--- src/rtl/serial_subtractor.sv ---
// Bit-serial W-bit subtractor: d = x - y as a (W+1)-bit two's-complement value,
// computed LSB first with one borrow flip-flop, valid/ready on both sides.
module serial_subtractor #(
  parameter int W = 6
) (
  input  logic         clk,
  input  logic         rst,
  input  logic         in_valid,
  output logic         in_ready,
  input  logic [W-1:0] x,
  input  logic [W-1:0] y,
  output logic         out_valid,
  input  logic         out_ready,
  output logic [W:0]   d
);

  localparam int            CW   = $clog2(W + 1);
  localparam logic [CW-1:0] LAST = CW'(W - 1);

  typedef enum logic [1:0] {
    IDLE,
    RUN,
    HOLD
  } state_t;

  state_t        r_state;
  state_t        w_state_next;
  logic [W-1:0]  r_a;
  logic [W-1:0]  r_b;
  logic [W-1:0]  r_res;
  logic [CW-1:0] r_cnt;
  logic          r_borrow;
  logic [W:0]    r_d;

  logic          w_accept;
  logic          w_last;
  logic          w_dbit;
  logic          w_borrow_next;
  logic [W-1:0]  w_res_next;

  assign w_accept      = in_valid && (r_state == IDLE);
  assign w_last        = (r_state == RUN) && (r_cnt == LAST);
  assign w_dbit        = r_a[0] ^ r_b[0] ^ r_borrow;
  assign w_borrow_next = (~r_a[0] & r_b[0]) | (~(r_a[0] ^ r_b[0]) & r_borrow);
  assign w_res_next    = {w_dbit, r_res[W-1:1]};

  // NOTE: sequential state uses non-blocking assignments so every flop samples
  // pre-edge values, independent of the order the always blocks are evaluated.
  always_ff @(posedge clk or posedge rst) begin
    if (rst) begin
      r_state <= IDLE;
    end else begin
      r_state <= w_state_next;
    end
  end

  // NOTE: the default assignment first keeps every path assigned, so no latch
  // is inferred when a case branch leaves the state unchanged.
  always_comb begin
    w_state_next = r_state;
    case (r_state)
      IDLE:    if (in_valid)  w_state_next = RUN;
      RUN:     if (w_last)    w_state_next = HOLD;
      HOLD:    if (out_ready) w_state_next = IDLE;
      default:                w_state_next = IDLE;
    endcase
  end

  always_ff @(posedge clk or posedge rst) begin
    if (rst) begin
      r_a      <= '0;
      r_b      <= '0;
      r_res    <= '0;
      r_cnt    <= '0;
      r_borrow <= 1'b0;
      r_d      <= '0;
    end else if (w_accept) begin
      r_a      <= x;
      r_b      <= y;
      r_res    <= '0;
      r_cnt    <= '0;
      r_borrow <= 1'b0;
    end else if (r_state == RUN) begin
      r_a      <= r_a >> 1;
      r_b      <= r_b >> 1;
      r_res    <= w_res_next;
      r_cnt    <= r_cnt + 1'b1;
      r_borrow <= w_borrow_next;
      // The final borrow is the sign bit of the difference.
      if (w_last) begin
        r_d <= {w_borrow_next, w_res_next};
      end
    end
  end

  // Handshake flags are pure state decodes: no combinational path from inputs.
  assign in_ready  = (r_state == IDLE);
  assign out_valid = (r_state == HOLD);
  assign d         = r_d;

endmodule

--- config.mk ---
export PLATFORM = sky130hd
export DESIGN_NAME = serial_subtractor
export DESIGN_NICKNAME = d
export VERILOG_FILES = /design/src/rtl/serial_subtractor.sv
export SDC_FILE = /design/constraint.sdc
export NUM_CORES = 1
export LEC_CHECK = 0
export CAP_MARGIN = 20
export CORE_ASPECT_RATIO = 1.75
export CORE_MARGIN = 5
export CORE_UTILIZATION = 51
export CTS_CLUSTER_DIAMETER = 50
export CTS_CLUSTER_SIZE = 10
export DETAILED_ROUTE_END_ITERATION = 8
export PLACE_DENSITY = 0.78
export SLEW_MARGIN = 40
export SYNTH_ARGS = -nofsm -noshare
export SYNTH_HDL_FRONTEND = slang
export SYNTH_SLANG_ARGS = --single-unit
--- constraint.sdc ---
create_clock -name clk -period 1.35 [get_ports clk]
set_input_delay 0.27 -clock clk [delete_from_list [all_inputs] [get_ports clk]]
set_output_delay 0.27 -clock clk [all_outputs]
set_load 0.02 [all_outputs]
# Word level (Yosys, flattened, before mapping)
# Cells that the tools add are included.
[word_totals]
register_bits = 31
input_bits = 16
out_inout_bits = 9
wordCells = 42
[classes]
add_sub_neg = 1
eq_ne = 6
muxes = 14
bitwise_logic = 8
reduce_logical = 6
[ops]
columns = ["op", "n"]
rows = [
  ["$mux W6", 6],
  ["$mux W2", 3],
  ["$mux W3", 2],
  ["$pmux W2 S3", 1],
  ["$reduce_and A3 Y1", 2],
  ["$ne A2 B2 Y1 const B", 2],
  ["$add A3 B1 Y3 const B", 1],
  ["$eq A3 B3 Y1 const B", 1],
  ["$not A1 Y1", 3],
  ["$and A1 B1 Y1", 2],
  ["$eq A2 B1 Y1 const B", 1],
  ["$eq A2 B2 Y1 const B", 1],
  ["$logic_and A1 B1 Y1", 2],
  ["$logic_not A2 Y1", 1],
  ["$mux W1", 2],
  ["$ne A2 B1 Y1 const B", 1],
  ["$reduce_bool A2 Y1", 1],
  ["$xor A1 B1 Y1", 2],
  ["$or A1 B1 Y1", 1],
]

# Depth between registers and ports, before layout
[logic_depth]
ltp_word = 6
mapped_depth = 5
mapped_depth_nobuf = 5

# Worst setup path before layout
# Ideal clock, no wire load.
[synth_timing]
kind = "reg-to-reg"
from = "register r_a[0]"
to = "register r_d[5] (netlist: d[5])"
setup_time_ps = 125
arrival_time_ps = 1115
required_time_ps = 1225
path_slack_ps = 111
stages_incl_launch_ff = 3
n_path_buf = 0
synth_period_minus_slack_ps = 1239
cell_sequence = "dfrtp_1 > fa_1 > mux2_2"
[synth_via]
elab_chain_cells = 2
[synth_lines]
columns = ["element", "line_no", "source"]
rows = [
  ["start, declared", "28", "logic [W-1:0] r_a;"],
  ["start signal, assigned", "84", "r_a <= r_a >> 1;"],
  ["$xor A1 B1 Y1 (2 in a row)", "43", "assign w_dbit = r_a[0] ^ r_b[0] ^ r_borrow;"],
  ["named net w_dbit", "37", "logic w_dbit;"],
  ["end signal, assigned", "91", "r_d <= {w_borrow_next, w_res_next};"],
  ["end, declared", "33", "logic [W:0] r_d;"],
]
# The timed path passes the listed nets, and every way through them passes these cells.
# A chain may end at the register's enable or synchronous reset.

# Worst setup path after layout
[layout_timing]
from = "register r_b[0]"
to = "register r_d[5] (netlist: d[5])"
[layout_via]
elab_chain_cells = 2
[layout_lines]
columns = ["element", "line_no", "source"]
rows = [
  ["start, declared", "29", "logic [W-1:0] r_b;"],
  ["start signal, assigned", "79", "r_b <= y;"],
  ["start signal, assigned", "85", "r_b <= r_b >> 1;"],
  ["$xor A1 B1 Y1 (2 in a row)", "43", ""],
  ["named net w_dbit", "37", ""],
]
# The timed path passes the listed nets, and every way through them passes these cells.

==> impl_results.md <==
- Depth of the CTS H-tree: 2
- Max-slew violation count: 0
- Area of the core: 2520 sq um
- Via count: 1,044
- Gr usage total: 16.5%
- Largest net degree at the start of global routing: 31
- 1st-pass router iterations: 4
- DRT Wirelength: roughly 2.9 mm
- Crit path max-delay cell type: fa_1
- # port buffers: 24
- Fin worst setup slack: slightly below 0.04 ns
- Num Clock Sinks: 30
- Status: complete, no violations
- Multi-input gate area: roughly 540 sq um
- Peak supply drop: 1.40 mV
- Combinational share of power: between 40 and 50%
- Clock share of power: 17.7%
- Layout cells sized above 1: 21.7%
- Switching power: 1480 uW
- CP max stage delay: roughly 0.44 ns
- First-pass GRT wire length: 4.91 mm
- Hold buffer count at cts: 0
- Seq pwr share: 39.6%
- Final Core Density: 69.5%
- Area fraction in compound gates after synthesis: 17.5%
- Distinct cells, synth: 28
- Register area: 751 sq um
- Largest family of logic cells by synthesized area: compound AO/OA/AOI/OAI gates
- Setup TNS: 0 ns
- FILL cells: 204
- Met2 usage: around 30%
- Sw Share: 36.4%
- Worst R2R Path Depth: 3
- Worst Hold Slack: 0.326 ns
- Most frequent cells in the layout: dfrtp_1, clkdlybuf4s50_1, nor2_1, buf_4, nand2_1
- Diode count: 0
- DIE AREA: around 3800 sq um
- Final min period: 1.31 ns
- CTS clk-pin slew, worst paths: 0.06 ns
- #FFs+latches synth: 30
- Syn Inst Count: between 100 and 150
- Crit start category: flop
- Period utilization: 97.1%
- Post-Synth Adder-Cell Area: 3.31%
- Mux share of post-synthesis cell area: 5.71%
- TritonCTS Buffers: 5
- Simple logic cell fraction of the synthesized area: 12.6%
- Crit Path Category: reg2reg
- Post-synthesis sequential area ratio: 55.2%
- Top post-synthesis cells by area: dfrtp_1, mux2_2, a22o_1, o32ai_1, nor2_1
- Max clock buf depth: 2
- Worst Path Required: 1.51 ns
- Worst-margin pin slew: 0.335 ns
- PD cells: between 2000 and 2500 nW/um^2
- Cell Chain, Critical Path: inv_1 > fa_1 > mux2_2
- Place WS: -0.117 ns
- R2r startpoint: r_b[0]
- Worst setup EP type: flop
- Final setup fails: 0
- Clock root buffer: clkbuf_8
- FF-to-FF setup slack: 0.04 ns
- Starting Density: approximately 54%
- Skew final: 0.00839 ns
- XOR/XNOR Fraction of Synth Area: 0%
- GR Util met1: 16.6%
- Crit path max fanout: 3
- Hold Crit Class: in2async
- Reg2Reg Capture Point: d[5]
- Max-cap violations: 0
- Post-DR wirelength/cell: 16.1 microns
- Data arrival, critical path: 1.47 ns
- M3 GR Usage: 5.87%
- Post-route DRC: 0
- Fmax: 0.763 GHz
- Post-Synthesis Net Count: 136
- Commonest non-fill, non-tap cell in the layout: dfrtp_1
- Initial antenna violation count: 0
- Crit-path leading delay family: adder cells
- Die W: 49.0 microns
- Synth top area share: 55.2%
- Clock tree from TritonCTS: yes
- Pint: ~2600 uW
- Vias per cell: between 5 and 6
- Gr busiest metal: met2
- DRT iter0 DRCs: 12
- Synth area leader: dfrtp_1
- YS warnings: 0
- Buf/Inv on CP: 1
- Leak Pwr: 0.000808 uW
- Grt ovf: 0
- Max transition margin: 77.6%
- Mapped Avg Cell Area: 11.6 sq um
- Routed Antenna Nets: 0
- Crit path depth: 3
- Die height: 78.3 microns
- Layout area overhead: 29.0%
- CP Launch Point: r_b[0]
- Hpwl dp: 2.10 mm
- GPL Wtd Cong: approximately 0.79
- FP Rows: 24
- Clk_lat worst skew: 0.28 ns
- Nets@finish: 170
- Number of global-route vias before repair: 1,087
- Num ports: 25
- Post-Synthesis Cell Area: between 1000 and 1500 sq um
- Final hold violation count: 0
## area by class of cell
cell class                 instances  area share (%)
clock buffer                       7            4.93
timing repair buffer              34            18.1
clock inverter                     1           0.286
inverter                           5            1.07
multi-input combinational         75            30.9
tap                               26            1.86
sequential                        30            42.8
## cells by family after synthesis
kind of cell | count (synthesis)
and+or+nand+nor | 33
AOI/OAI and AO/OA | 32
DFF | 30
buffers and inverters | 12
muxes | 7
adders and majority gates | 3
## what timing repair did
item                                    CTS  global route
endpoints found under the hold margin     0             0
gates cloned                              0             0
setup buffers                             0             0
endpoints found under the setup margin    9            15
gates resized for setup                  15             7
## worst max-delay path by stage
stage	end
after detailed placement	in_ready
after floorplan	d[5]
after CTS	r_a[4]
final	d[5]
after global routing	out_valid
after global placement	in_ready
## registers in the layout, summed over array words and instances (netlist names)
register,flops
r_borrow,1
r_res,5
r_cnt,3
r_state,2
d,7
r_a,6
r_b,6
## worst reg2reg max path, stage by stage, from the launching register on
cell,delay (ns)
dfrtp_1,0.40
inv_1,0.08
fa_1,0.44
mux2_2,0.27
## Yosys cell counts (all sizes together)
| cell | number |
|---|---|
| dfrtp | 30 |
| nor2 | 13 |
| nand2 | 8 |
| a21oi | 7 |
| o32ai | 7 |
| a22o | 6 |
| buf | 6 |
| mux2 | 6 |
| nor3 | 6 |
| inv | 5 |
| o21ai | 4 |
| nand2b | 3 |
| o22ai | 3 |
| a32oi | 2 |
| ha | 2 |
| a31oi | 1 |
| clkbuf | 1 |
| fa | 1 |
| mux2i | 1 |
| nand4b | 1 |
| nor2b | 1 |
| o21bai | 1 |
| o31ai | 1 |
| or2 | 1 |
## routing by layer
metal / vias up / share of wire, %
met3: 4 / 6.4
met1: 514 / 35
met2: 38 / 57
li1: 488 / -
met5: - / 0
met4: 0 / 1.5
## power groups by stage
stage	Sequential [uW]	Clock (uW)	Combinational (uW)
after floorplan	1650	0	1150
after global routing	1680	784	1930
after global placement	1590	0	1710
after detailed placement	1620	0	1800
after CTS	1610	733	1730
final	1610	720	1730
## metrics by stage
| step | power [uW] | instance area, sq um | std cells |
|---|---|---|---|
| floorplan | 2800 | 1360 | 117 |
| global placement | 3300 | 1660 | 170 |
| detailed placement | 3420 | 1660 | 170 |
| CTS | 4070 | 1730 | 178 |
| global route | 4390 | 1750 | 178 |
| finish | 4070 | 1750 | 178 |
Note: power is estimated with default switching activity, not from simulation.
